### src/rtl/riscv_pkg.sv
// Shared types and constants for the RV32I core.
// Pipeline control encodings live here so every stage agrees on them.
package riscv_pkg;

  localparam int REG_AW = 5;
  localparam logic [31:0] NOP_INSTR = 32'h00000013;

  typedef enum logic {
    RUN,
    DWAIT
  } state_t;

  typedef struct packed {
    logic pc_en;
    logic pc_redirect;
    logic if_id_en;
    logic if_id_flush;
    logic id_ex_en;
    logic id_ex_flush;
    logic ex_mem_en;
    logic mem_wb_flush;
  } ctrl_t;

  localparam ctrl_t CTRL_RUN  = 8'b1010_1010;
  localparam ctrl_t CTRL_RST  = 8'b0001_0101;
  localparam ctrl_t CTRL_DST  = 8'b0000_0001;
  localparam ctrl_t CTRL_RED  = 8'b1111_1110;
  localparam ctrl_t CTRL_LU   = 8'b0000_1110;
  localparam ctrl_t CTRL_FW   = 8'b0011_1010;
  localparam ctrl_t CTRL_KILL = 8'b1011_1010;

endpackage

### src/rtl/hazard_detect.sv
// Load-use comparator between the ID operands and the EX load.
// Purely combinational; also shared with the forwarding unit.
module hazard_detect
  import riscv_pkg::*;
(
  input  logic [REG_AW-1:0] rs1_raddr,
  input  logic [REG_AW-1:0] rs2_raddr,
  input  logic              rs1_used,
  input  logic              rs2_used,
  input  logic [REG_AW-1:0] rd_waddr,
  input  logic              memread,
  output logic              hazard
);

  logic rd_nz;
  logic hit1;
  logic hit2;

  assign rd_nz  = |rd_waddr;
  assign hit1   = rs1_used & (rs1_raddr == rd_waddr);
  assign hit2   = rs2_used & (rs2_raddr == rd_waddr);
  assign hazard = memread & rd_nz & (hit1 | hit2);

endmodule

### src/rtl/pipe_ctrl.sv
// Pipeline flow controller: per-stage advance/hold/flush,
// stale-fetch kill tracking and saturating debug counters.
module pipe_ctrl
  import riscv_pkg::*;
#(
  parameter int CNT_W = 16
) (
  input  logic              clk,
  input  logic              rst_n,
  input  logic [REG_AW-1:0] rs1_raddr,
  input  logic [REG_AW-1:0] rs2_raddr,
  input  logic              rs1_used,
  input  logic              rs2_used,
  input  logic [REG_AW-1:0] rd_waddr_EX,
  input  logic              memread_EX,
  input  logic              branch_taken_EX,
  input  logic              imem_req,
  input  logic              imem_ready,
  input  logic              dmem_req_MEM,
  input  logic              dmem_ready,
  output logic              pc_en,
  output logic              pc_redirect,
  output logic              if_id_en,
  output logic              if_id_flush,
  output logic              id_ex_en,
  output logic              id_ex_flush,
  output logic              ex_mem_en,
  output logic              mem_wb_flush,
  output logic [CNT_W-1:0]  stall_cnt,
  output logic [CNT_W-1:0]  flush_cnt
);

  state_t state;
  state_t state_d;
  logic   kill_q;
  logic   kill_d;
  ctrl_t  ctrl;

  logic hazard;
  logic dstall;
  logic fwait;
  logic sel_dst;
  logic sel_red;
  logic sel_lu;
  logic sel_fw;
  logic sel_kill;

  hazard_detect u_hazard (
    .rs1_raddr (rs1_raddr),
    .rs2_raddr (rs2_raddr),
    .rs1_used  (rs1_used),
    .rs2_used  (rs2_used),
    .rd_waddr  (rd_waddr_EX),
    .memread   (memread_EX),
    .hazard    (hazard)
  );

  assign dstall = dmem_req_MEM & ~dmem_ready;
  assign fwait  = imem_req & ~imem_ready;

  // One-hot priority selects so the decoder below stays unique
  assign sel_dst  = dstall;
  assign sel_red  = ~dstall & branch_taken_EX;
  assign sel_lu   = ~dstall & ~branch_taken_EX & hazard;
  assign sel_fw   = ~dstall & ~branch_taken_EX & ~hazard & fwait;
  assign sel_kill = ~dstall & ~branch_taken_EX & ~hazard & ~fwait
                  & imem_ready & kill_q;

  always_comb begin
    ctrl    = CTRL_RUN;
    kill_d  = kill_q;
    state_d = state;
    if (state == DWAIT && dmem_ready)
      state_d = RUN;
    unique case (1'b1)
      sel_dst: begin
        ctrl    = CTRL_DST;
        state_d = DWAIT;
      end
      sel_red: begin
        ctrl = CTRL_RED;
        // A stale return landing now is flushed by the redirect itself
        if (fwait)
          kill_d = 1'b1;
        else if (imem_ready)
          kill_d = 1'b0;
      end
      sel_lu: ctrl = CTRL_LU;
      sel_fw: ctrl = CTRL_FW;
      sel_kill: begin
        ctrl   = CTRL_KILL;
        kill_d = 1'b0;
      end
      default: ;
    endcase
    if (!rst_n)
      ctrl = CTRL_RST;
  end

  assign pc_en        = ctrl.pc_en;
  assign pc_redirect  = ctrl.pc_redirect;
  assign if_id_en     = ctrl.if_id_en;
  assign if_id_flush  = ctrl.if_id_flush;
  assign id_ex_en     = ctrl.id_ex_en;
  assign id_ex_flush  = ctrl.id_ex_flush;
  assign ex_mem_en    = ctrl.ex_mem_en;
  assign mem_wb_flush = ctrl.mem_wb_flush;

  always_ff @(posedge clk or negedge rst_n) begin
    if (!rst_n) begin
      state  <= RUN;
      kill_q <= 1'b0;
    end else begin
      state  <= state_d;
      kill_q <= kill_d;
    end
  end

  always_ff @(posedge clk or negedge rst_n) begin
    if (!rst_n) begin
      stall_cnt <= '0;
      flush_cnt <= '0;
    end else begin
      if (!ctrl.pc_en && !(&stall_cnt))
        stall_cnt <= stall_cnt + CNT_W'(1);
      if (ctrl.pc_redirect && !(&flush_cnt))
        flush_cnt <= flush_cnt + CNT_W'(1);
    end
  end

endmodule
### config.mk
export PLATFORM = sky130hd
export DESIGN_NAME = pipe_ctrl
export DESIGN_NICKNAME = d
export VERILOG_FILES = /design/src/rtl/riscv_pkg.sv /design/src/rtl/hazard_detect.sv /design/src/rtl/pipe_ctrl.sv
export SDC_FILE = /design/constraint.sdc
export NUM_CORES = 1
export LEC_CHECK = 0
export BUFFER_PORTS_ARGS = -buffer_cell sky130_fd_sc_hd__buf_2
export CAP_MARGIN = 20
export CORE_ASPECT_RATIO = 1.75
export CORE_MARGIN = 4
export CORE_UTILIZATION = 46
export CTS_BUF_LIST = sky130_fd_sc_hd__clkbuf_2
export CTS_CLUSTER_DIAMETER = 120
export DETAILED_ROUTE_END_ITERATION = 10
export PLACE_DENSITY = 0.81
export REMOVE_ABC_BUFFERS = 1
export SYNTH_ARGS = -nofsm -noshare
export SYNTH_HDL_FRONTEND = slang
export SYNTH_SLANG_ARGS = --single-unit
### constraint.sdc
create_clock -name clk -period 1.9 [get_ports clk]
set_input_delay 0.38 -clock clk [delete_from_list [all_inputs] [get_ports clk]]
set_output_delay 0.38 -clock clk [all_outputs]
set_load 0.005 [all_outputs]
* After elaboration in Yosys (flattened, before gate mapping)
Index checks and enable logic that the tools add are counted. W data, S select, Z words.
Word-level totals: register bits after elaboration 33, bits of input ports 25
Cells by class: bitwise operators 21, multiplexer cells 5, equal/unequal tests 3, reduce and logical (&&, ||, !) cells 10, $add $sub $neg 2
Operators with widths (count):
- $pmux W8 S5 | 1
- $add A16 B1 Y16 const B | 2
- $reduce_and A16 Y1 | 2
- $and A1 B1 Y1 | 14
- $eq A5 B5 Y1 | 2
- $mux W8 | 1
- $not A1 Y1 | 6
- $reduce_or A5 Y1 | 1
- $logic_not A1 Y1 | 3
- $ne A3 B3 Y1 const B | 1
- $logic_and A1 B1 Y1 | 2
- $mux W1 | 2
- $pmux W1 S2 | 1
- $reduce_and A2 Y1 | 1
- $reduce_bool A2 Y1 | 1
- $or A1 B1 Y1 | 1

* Logic depth before layout (Yosys ltp)
Gate-level depths: netlist (run 1).
word-level depth 13, mapped depth 9, gate-level depth less buffers 8

* Modules after synthesis
From an unflattened synthesis (run 1), not the netlist that was laid out.
Second synthesis, totals: cells, all modules 162, area total of the unflattened synthesis 1745.4 sq um
Modules (own cells, without submodules):
- pipe_ctrl | instances 1, area each 1611.5 sq um, cells an instance 145, seq. area each 825.8 sq um
- hazard_detect | instances 1, area each 133.9 sq um, cells an instance 17, seq. area each 0.0 sq um

* Worst setup path after synthesis (run 1)
OpenSTA, ideal clock, no wires.
path type register to register, from register flush_cnt[9], to register flush_cnt[11], library setup time 124 ps, data arrival time 1722 ps, cell stages (with the launch flop) 8, slack 54 ps, required time 1776 ps, buffers on the path 0, path through dfrtp_1 -> and4_1 -> and3_1 -> and3_4 -> and4_4 -> nor4b_4 -> nand3_1 -> xnor2_1
On the way: word-level cells in the longest chain between the ends 3
RTL lines:
- from (decl) | line pipe_ctrl.sv:30 | output logic [CNT_W-1:0] flush_cnt
- from (signal assigned) | line pipe_ctrl.sv:127 | flush_cnt <= flush_cnt + CNT_W'(1);
- parallel branches: the longest is 3 deep, another holds $add A16 B1 Y16
Parallel ways; which one is timed is not known. A chain may end at the register's enable or synchronous reset.

* Worst setup path in the final report (run 1)
from input port rd_waddr_EX[3], to output port if_id_flush
On the way: word-level cells in the longest chain between the ends 11
RTL lines:
- from (decl) | line pipe_ctrl.sv:14 | input logic [REG_AW-1:0] rd_waddr_EX,
- $eq A5 B5 Y1 (on tied branches) | line hazard_detect.sv:20, hazard_detect.sv:21
- $and A1 B1 Y1 (on tied branches) | line hazard_detect.sv:20, hazard_detect.sv:21
- $or A1 B1 Y1 | line hazard_detect.sv:22 | assign hazard = memread & rd_nz & (hit1 | hit2);
- $and A1 B1 Y1 * | line hazard_detect.sv:22
- $not A1 Y1 | line pipe_ctrl.sv:65, pipe_ctrl.sv:66
- $and A1 B1 Y1 | line pipe_ctrl.sv:65, pipe_ctrl.sv:66
- $and A1 B1 Y1 | line pipe_ctrl.sv:66 | assign sel_kill = ~dstall & ~branch_taken_EX & ~hazard & ~fwait
- $and A1 B1 Y1 (2 in series) | line pipe_ctrl.sv:67 | & imem_ready & kill_q;
- $pmux W8 S5 * | line pipe_ctrl.sv:75 | unique case (1'b1)
- $mux W8 * | line pipe_ctrl.sv:96 | if (!rst_n)
- to (decl) | line pipe_ctrl.sv:24 | output logic if_id_flush,
Every way passes the cells marked *; elsewhere a longest branch is shown, timed or not.

==> results of run 1 <==
==> flip-flops by register name, indices dropped and copies added, names as in the netlist <==
register / count
flush_cnt: 16
stall_cnt: 16
kill_q: 1
==> report_power, final <==
part | internal [W] | switching, W | total [W]
sequential | 0.000839 | 0.000136 | 0.000975
clock | 0.000225 | 0.000235 | 0.000460
combinational | 0.000438 | 0.000334 | 0.000772
==> what timing repair did <==
| action | 4_1_cts | 5_1_grt |
|---|---|---|
| setup endpoints to repair | 22 | 20 |
| pin swaps | 8 | 16 |
| buffers inserted | 2 | 7 |
| gates resized for setup | 11 | 10 |
| hold buffers | 1 | 0 |
| hold endpoints to repair | 1 | 0 |
==> worst reg2reg max path, cell delays in order, from the launching register on <==
cell and delay, ps:
sky130_fd_sc_hd__dfrtp_1 420, sky130_fd_sc_hd__and4_1 220, sky130_fd_sc_hd__and3_4 190, sky130_fd_sc_hd__and3_4 180
sky130_fd_sc_hd__and4_4 200, sky130_fd_sc_hd__nor4b_4 300, sky130_fd_sc_hd__nand3_1 140, sky130_fd_sc_hd__xnor2_1 140
==> synthesized netlist by cell type, types with 2 or more instances <==
| cell | count | area, µm² |
|---|---|---|
| sky130_fd_sc_hd__a21oi_1 | 2 | 10.01 |
| sky130_fd_sc_hd__and3_1 | 6 | 37.54 |
| sky130_fd_sc_hd__dfrtp_1 | 33 | 825.8 |
| sky130_fd_sc_hd__ha_1 | 2 | 25.02 |
| sky130_fd_sc_hd__inv_1 | 5 | 18.77 |
| sky130_fd_sc_hd__mux2_1 | 2 | 22.52 |
| sky130_fd_sc_hd__nand2_1 | 18 | 67.56 |
| sky130_fd_sc_hd__nand2b_1 | 3 | 18.77 |
| sky130_fd_sc_hd__nand3_1 | 11 | 55.05 |
| sky130_fd_sc_hd__nand4_1 | 14 | 87.58 |
| sky130_fd_sc_hd__nor2_1 | 7 | 26.28 |
| sky130_fd_sc_hd__nor4b_4 | 2 | 47.55 |
| sky130_fd_sc_hd__o21ai_1 | 4 | 20.02 |
| sky130_fd_sc_hd__xnor2_1 | 36 | 315.3 |
| sky130_fd_sc_hd__xor2_1 | 4 | 35.03 |
==> final cells by class <==
cell class	count	area share, %
well taps	46	2.232
clock inverters	2	1.310
inverters	5	0.7278
repair buffers	102	24.70
flip-flops and latches	33	32.02
multi-input cells	127	37.85
clock buffers	6	1.164
==> metal layers <==
layer / GRT usage [%] / share of wire, % / vias to the layer above / wire (µm)
met4: 6.803 / 2.4 / 0 / 106
met3: 3.802 / 4.5 / 12 / 196
met5: 0 / 0 / - / 0
li1: - / - / 790 / -
met2: 34.81 / 59 / 42 / 2567
met1: 17.39 / 34 / 790 / 1504
==> cell families after synthesis <==
logic type,share of synthesized area (%)
DFF,47.18
buffers and inverters,2.001
muxes,1.287
adders and majority gates,1.429
and+or+nand+nor,24.95
xor gates and xnor gates,20.01
AOI/OAI and AO/OA,3.146
==> cells in the final DEF, fill, tap and decap left out, drive strengths merged <==
master	netlist	layout
nor3	1	1
bufinv	0	1
o21ai	5	5
nor2b	1	1
clkinv	0	1
xor2	4	4
nor2	8	8
nor4b	2	2
nand3	11	11
and3	8	8
xnor2	36	36
and4	2	2
clkbuf	1	6
mux2	2	2
nand2b	3	3
dlygate4sd3	0	1
a21oi	2	2
nand4	14	14
ha	2	2
o21bai	1	1
or3b	1	1
dfrtp	33	33
buf	2	101
inv	5	5
o22ai	1	1
and2	1	1
or4	1	1
a31oi	1	1
nor4	1	1
nand2	19	19
==> worst max-delay path by stage <==
stage | startpoint | end | slack [ps]
finish | rd_waddr_EX[3] | if_id_flush | -100
floorplan | flush_cnt[9] | flush_cnt[11] | 50
CTS | rd_waddr_EX[4] | id_ex_flush | -120
global route | rd_waddr_EX[3] | id_ex_flush | -180
global placement | rd_waddr_EX[0] | id_ex_flush | -140
detailed placement | rd_waddr_EX[0] | id_ex_flush | -180
==> metrics by stage <==
stage	total power, W	utilization, %	std cells
floorplan	0.001289	-	165
global placement	0.001654	63.71	303
detailed placement	0.001682	63.71	303
CTS	0.002180	67.46	314
global route	0.002365	70.37	321
finish	0.002207	70.37	321
==> insert_results.sql, run 1 <==
INSERT INTO impl_metrics (metric_group, metric, value, unit) VALUES
('worst_setup_path', 'critPathSlowestCell', 'sky130_fd_sc_hd__or4_4', ''),
('finish', 'stdcell_area', '2579', 'µm²'),
('synthesis', 'postSynthCellCount', '168', ''),
('pwr', 'power_leakage', '1.291', 'nW'),
('synthesis', 'synth.lib_cells_used.distinct', '34', ''),
('finish', 'area_grow_syn2layout', '47.32', '%'),
('drt', 'via_per_instance_ratio', '5.090', ''),
('timing', 'worstMarginPinSlew', '363.5', 'ps'),
('finish', 'regArea', '825.8', 'µm²'),
('drt', 'route.detailed.drc', '0', ''),
('place', 'gp_routability_congestion', '0.7797', ''),
('timing', 'finalCriticalPeriod', '2004', 'ps'),
('finish', 'post_route_cells_drive_above_1_share', '47.27', '%'),
('floorplan', 'chipWidth', '54.63', 'µm'),
('floorplan', 'core-area', '3665', 'µm²'),
('global_route', 'groute.usage.overall', '17.99', '%'),
('drt', 'route.final.wire_length', '4375', 'µm'),
('status', 'status', 'finished with violations', ''),
('worst_setup_path', 'cp-start-kind', 'input pin', ''),
('floorplan', 'floorplan.die.height', '89.61', 'µm'),
('worst_setup_path', 'critical_path_depth', '7', ''),
('drt', 'drt-pass1-iter-count', '4', ''),
('timing', 'timing.final.setup_violations', '4', ''),
('timing', 'grt_setup_unrepaired', 'true', ''),
('clocking', 'tritoncts', 'yes', ''),
('finish', 'nFillCells', '321', ''),
('worst_setup_path', 'register_to_register_setup_slack', '30', 'ps'),
('drt', 'detail_route.wl_per_cell', '13.63', 'µm'),
('worst_setup_path', 'crit_buf_inv', '2', ''),
('flow_run', 'cap_viol_max_count', '0', ''),
('finish', 'final_nets', '301', ''),
('clocking', 'clockRootBuffer', 'sky130_fd_sc_hd__clkbuf_2', ''),
('timing', 'fin_ws', '-104.5', 'ps'),
('synthesis', 'postSynthRegisterBits', '33', ''),
('global_route', 'grt_antenna_before_repair', '0', ''),
('synthesis', 'synth_ff_type', 'sky130_fd_sc_hd__dfrtp_1', ''),
('floorplan', 'rows', '29', ''),
('worst_setup_path', 'critical_path_cell_sequence', 'buf_6 -> or4_4 -> o21ai_4 -> nand2b_4 -> a21oi_2 -> o21ai_1 -> buf_2', ''),
('worst_hold_path', 'min-delay-path-class', 'input pin to async pin', ''),
('drt', 'vias', '1634', ''),
('place', 'placement.io_buffers', '64', ''),
('clocking', 'cts_max_path_buffers', '2', ''),
('worst_setup_path', 'crit_type', 'input pin to primary output', ''),
('place', 'place_worst_setup_slack', '-177.1', 'ps'),
('worst_setup_path', 'timing.rr.start', 'flush_cnt[10]', ''),
('pwr', 'power.density_cell_area', '855.8', 'nW/µm²'),
('timing', 'timing.clock.skew', '24.67', 'ps'),
('timing', 'finalCritPeriodShare', '105.5', '%'),
('timing', 'slew-limit-headroom', '75.68', '%'),
('floorplan', 'ioPinCount', '65', ''),
('timing', 'tns', '-305.7', 'ps'),
('worst_setup_path', 'crit_path_max_fanout', '4', ''),
('floorplan', 'die-area', '4895', 'µm²'),
('status', 'violations_in_the_final_reports', 'setup timing', ''),
('synthesis', 'synth_seq_area_share', '47.18', '%'),
('global_route', 'first_global_vias', '1570', ''),
('worst_setup_path', 'worstSetupEndpointType', 'primary output', ''),
('clocking', 'cts_htree_levels', '2', ''),
('drt', 'route.antenna.remaining_nets', '0', ''),
('synthesis', 'synth_edf_count', '0', ''),
('worst_setup_path', 'cp_data_required_time', '1520', 'ps'),
('timing', 'achievable_freq', '498.9', 'MHz'),
('worst_setup_path', 'crit_arrival', '1620', 'ps'),
('timing', 'finalHoldWorstSlack', '48.93', 'ps'),
('pwr', 'ir_drop', '0.0008228', 'V'),
('synthesis', 'asyncSetResetFlopFracSynth', '100.0', '%'),
('global_route', 'pin_count_of_the_biggest_net_entering_global_routing', '22', ''),
('synthesis', 'netlist_area_before_placement', '1750', 'µm²'),
('clocking', 'cts_made_buffers', '5', ''),
('worst_setup_path', 'worst_path_largest_cell_delay', '540', 'ps'),
('global_route', 'grt_pass1_wl', '6617', 'µm');
(Power assumes the default switching activity.)
==> run 2: changes to the inputs <==
--- a/config.mk
+++ b/config.mk
@@ -14,4 +14,5 @@
 export CTS_CLUSTER_DIAMETER = 120
 export DETAILED_ROUTE_END_ITERATION = 10
+export HOLD_SLACK_MARGIN = 0.05
 export PLACE_DENSITY = 0.81
 export REMOVE_ABC_BUFFERS = 1
==> constraint.sdc (replaced) <==
create_clock -name clk -period 1.9 [get_ports clk]
set_input_delay 0.19 -clock clk [delete_from_list [all_inputs] [get_ports clk]]
set_output_delay 0.19 -clock clk [all_outputs]
set_load 0.005 [all_outputs]
==> run 2 against run 1 <==
The run now ends clean. Worst setup slack better by 140 ps. Global-route usage up 0.18 points. First-iteration DRC count fell by 83%. Largest power group unchanged. Clock power decreased by 36%. Final area decreased by 11%. Largest cell class unchanged. Sequential power rose by 5%.
==> insert_results.sql, run 2 (synthesis results as in run 1) <==
INSERT INTO impl_metrics (metric_group, metric, value, unit) VALUES
('floorplan', 'rows', '29', ''),
('place', 'placement.io_buffers', '64', ''),
('finish', 'final_core_util', '62.68', '%'),
('worst_setup_path', 'regToRegEndpoint', 'flush_cnt[11]', ''),
('place', 'gp_routability_congestion', '0.8871', ''),
('timing', 'finalMaxSlewViolations', '0', ''),
('clocking', 'clockRootBuffer', 'sky130_fd_sc_hd__clkbuf_2', ''),
('timing', 'worstMarginPinSlew', '356.0', 'ps'),
('clocking', 'cts_max_path_buffers', '2', ''),
('clocking', 'cts_made_buffers', '5', ''),
('worst_hold_path', 'worst_hold_startpoint', 'imem_req', ''),
('finish', 'nFillCells', '347', ''),
('drt', 'drt-pass1-iter-count', '4', ''),
('drt', 'vias', '1543', ''),
('pwr', 'clock_power_share', '15.6', '%'),
('pwr', 'power.density_cell_area', '823.0', 'nW/µm²'),
('floorplan', 'floorplan.die.height', '89.61', 'µm'),
('finish', 'post_route_cells_drive_above_1_share', '38.34', '%'),
('floorplan', 'core-area', '3665', 'µm²'),
('timing', 'finalHoldViolations', '0', ''),
('pwr', 'p_int', '0.001237', 'W'),
('pwr', 'swShare', '34.55', '%'),
('worst_setup_path', 'crit_path_start', 'flush_cnt[10]', ''),
('clocking', 'cts_htree_levels', '2', ''),
('drt', 'drt_iter0_drc', '5', ''),
('clocking', 'insertion_delay', '350', 'ps'),
('finish', 'multi_input_area', '903.4', 'µm²'),
('worst_setup_path', 'worstSetupEndpointType', 'register', ''),
('worst_setup_path', 'timing.rr.start', 'flush_cnt[10]', ''),
('timing', 'timing.final.setup_violations', '0', ''),
('place', 'post-dp-hpwl', '3290', 'µm'),
('drt', 'route.final.wire_length', '4081', 'µm'),
('floorplan', 'ioPinCount', '65', ''),
('timing', 'finalCritPeriodShare', '98.26', '%'),
('pwr', 'power_leakage', '1.137', 'nW'),
('timing', 'achievable_freq', '535.6', 'MHz'),
('timing', 'timing.clock.skew', '14.80', 'ps'),
('clocking', 'tritoncts_num_sinks', '33', ''),
('global_route', 'pin_count_of_the_biggest_net_entering_global_routing', '16', ''),
('global_route', 'groute.usage.overall', '18.17', '%'),
('drt', 'route.detailed.drc', '0', ''),
('worst_setup_path', 'critical_path_end', 'flush_cnt[11]', ''),
('worst_hold_path', 'min-delay-path-class', 'input pin to register', ''),
('pwr', 'share_of_power_burned_in_registers', '53.7', '%'),
('pwr', 'combinationalPowerShare', '30.6', '%'),
('finish', 'antenna-diode-count', '0', ''),
('worst_setup_path', 'crit_path_max_fanout', '4', ''),
('finish', 'regArea', '827.0', 'µm²'),
('global_route', 'first_global_vias', '1534', ''),
('finish', 'area_grow_syn2layout', '31.24', '%'),
('finish', 'layout_common_cells', 'sky130_fd_sc_hd__buf_2 (64), sky130_fd_sc_hd__xnor2_1 (36), sky130_fd_sc_hd__dfrtp_1 (32)', ''),
('floorplan', 'chipWidth', '54.63', 'µm'),
('status', 'status', 'finished clean', ''),
('timing', 'finalCriticalPeriod', '1867', 'ps'),
('worst_setup_path', 'cp_data_required_time', '2160', 'ps'),
('drt', 'via_per_instance_ratio', '5.161', ''),
('global_route', 'grt_pass1_wl', '6520', 'µm'),
('timing', 'slew-limit-headroom', '76.20', '%'),
('global_route', 'grt-ovfl-total', '0', ''),
('floorplan', 'die-area', '4895', 'µm²'),
('clocking', 'cts.clk_slew.worst_paths', '160', 'ps'),
('pwr', 'ir_drop', '0.0006053', 'V'),
('pwr', 'switching_power', '0.0006532', 'W'),
('global_route', 'grt_antenna_before_repair', '0', ''),
('timing', 'grt_setup_unrepaired', 'true', ''),
('finish', 'layout.cells.most_common', 'sky130_fd_sc_hd__buf_2', ''),
('clocking', 'tritoncts', 'yes', ''),
('floorplan', 'start_util', '47.76', '%'),
('finish', 'layout_top_registers', 'flush_cnt x16, stall_cnt x16, kill_q x1', ''),
('drt', 'route.antenna.remaining_nets', '0', ''),
('worst_setup_path', 'crit_arrival', '2130', 'ps'),
('timing', 'tns', '0', 'ps'),
('drt', 'detail_route.wl_per_cell', '13.65', 'µm'),
('worst_setup_path', 'crit_type', 'register to register', ''),
('worst_setup_path', 'cp-start-kind', 'register', ''),
('flow_run', 'cap_viol_max_count', '0', ''),
('finish', 'final_nets', '281', ''),
('worst_setup_path', 'reg2reg_depth', '7', ''),
('worst_setup_path', 'register_to_register_setup_slack', '30', 'ps');
-- run 2: changes by cell type in the layout (fill, tap and decap cells not counted), moves of 2 or more --
cell,change
sky130_fd_sc_hd__buf_2,+2
sky130_fd_sc_hd__o21ai_1,+2
sky130_fd_sc_hd__buf_6,-3
sky130_fd_sc_hd__buf_4,-19
-- run 2: how the worst min path moves through the flow --
stage / endpoint / slack, ps / depth (start not counted)
detailed placement: flush_cnt[1] / 170 / 2
global route: kill_q / 150 / 3
floorplan: flush_cnt[0] / -110 / 0
finish: kill_q / 160 / 3
CTS: kill_q / 140 / 3
global placement: kill_q / 180 / 2
-- run 2: stage by stage --
| step | setup WS (ps) | power, W | area, µm² | hold WS (ps) | std cells |
|---|---|---|---|---|---|
| CTS | 1.628 | 0.001883 | 2258 | 141.6 | 295 |
| floorplan | 53.68 | 0.001289 | 1734 | -105.6 | 165 |
| global route | -71.94 | 0.002043 | 2297 | 148.0 | 299 |
| detailed placement | -3.426 | 0.001578 | 2202 | 170.7 | 287 |
| global placement | 82.03 | 0.001564 | 2202 | 178.7 | 287 |
| finish | 33.03 | 0.001891 | 2297 | 163.9 | 299 |
-- run 2: power by group through the flow --
stage / combinational (W) / clock (W) / sequential, W
after floorplan: 0.000277 / 0 / 0.00101
after detailed placement: 0.000546 / 0 / 0.00103
after global routing: 0.000651 / 0.000346 / 0.00105
after CTS: 0.000552 / 0.000311 / 0.00102
after global placement: 0.000541 / 0 / 0.00102
final: 0.000579 / 0.000296 / 0.00102
-- run 2: final cells by class --
cell class	instances	area share, %
Clock buffer	5	1.089
Clock inverter	1	0.2179
Inverter	5	0.8170
Multi-Input combinational cell	127	39.32
Sequential cell	33	36.00
Tap cell	46	2.505
Timing Repair Buffer	82	20.04
-- run 2: what timing repair did --
action | 4_1_cts | 5_1_grt
setup endpoints to repair | 10 | 22
cloned | 0 | 0
gates resized for setup | 1 | 3
hold buffers | 2 | 0
buffers inserted | 0 | 4
endpoints found under the hold margin | 34 | 0
pin swaps | 0 | 3
-- run 2: metal layers --
layer | wire length [µm] | vias to the layer above | GRT usage, %
met5 | 0 | - | 0
met4 | 163 | 0 | 9.977
met3 | 188 | 11 | 3.471
met2 | 2327 | 46 | 33.30
met1 | 1401 | 736 | 18.17
li1 | - | 750 | -
-- run 2: critical path, cell delays in order (launching register included) --
cell	delay [ps]
sky130_fd_sc_hd__dfrtp_1	410
sky130_fd_sc_hd__and4_1	220
sky130_fd_sc_hd__and3_4	180
sky130_fd_sc_hd__and3_4	170
sky130_fd_sc_hd__and4_4	200
sky130_fd_sc_hd__nor4b_4	300
sky130_fd_sc_hd__nand3_1	150
sky130_fd_sc_hd__xnor2_1	150
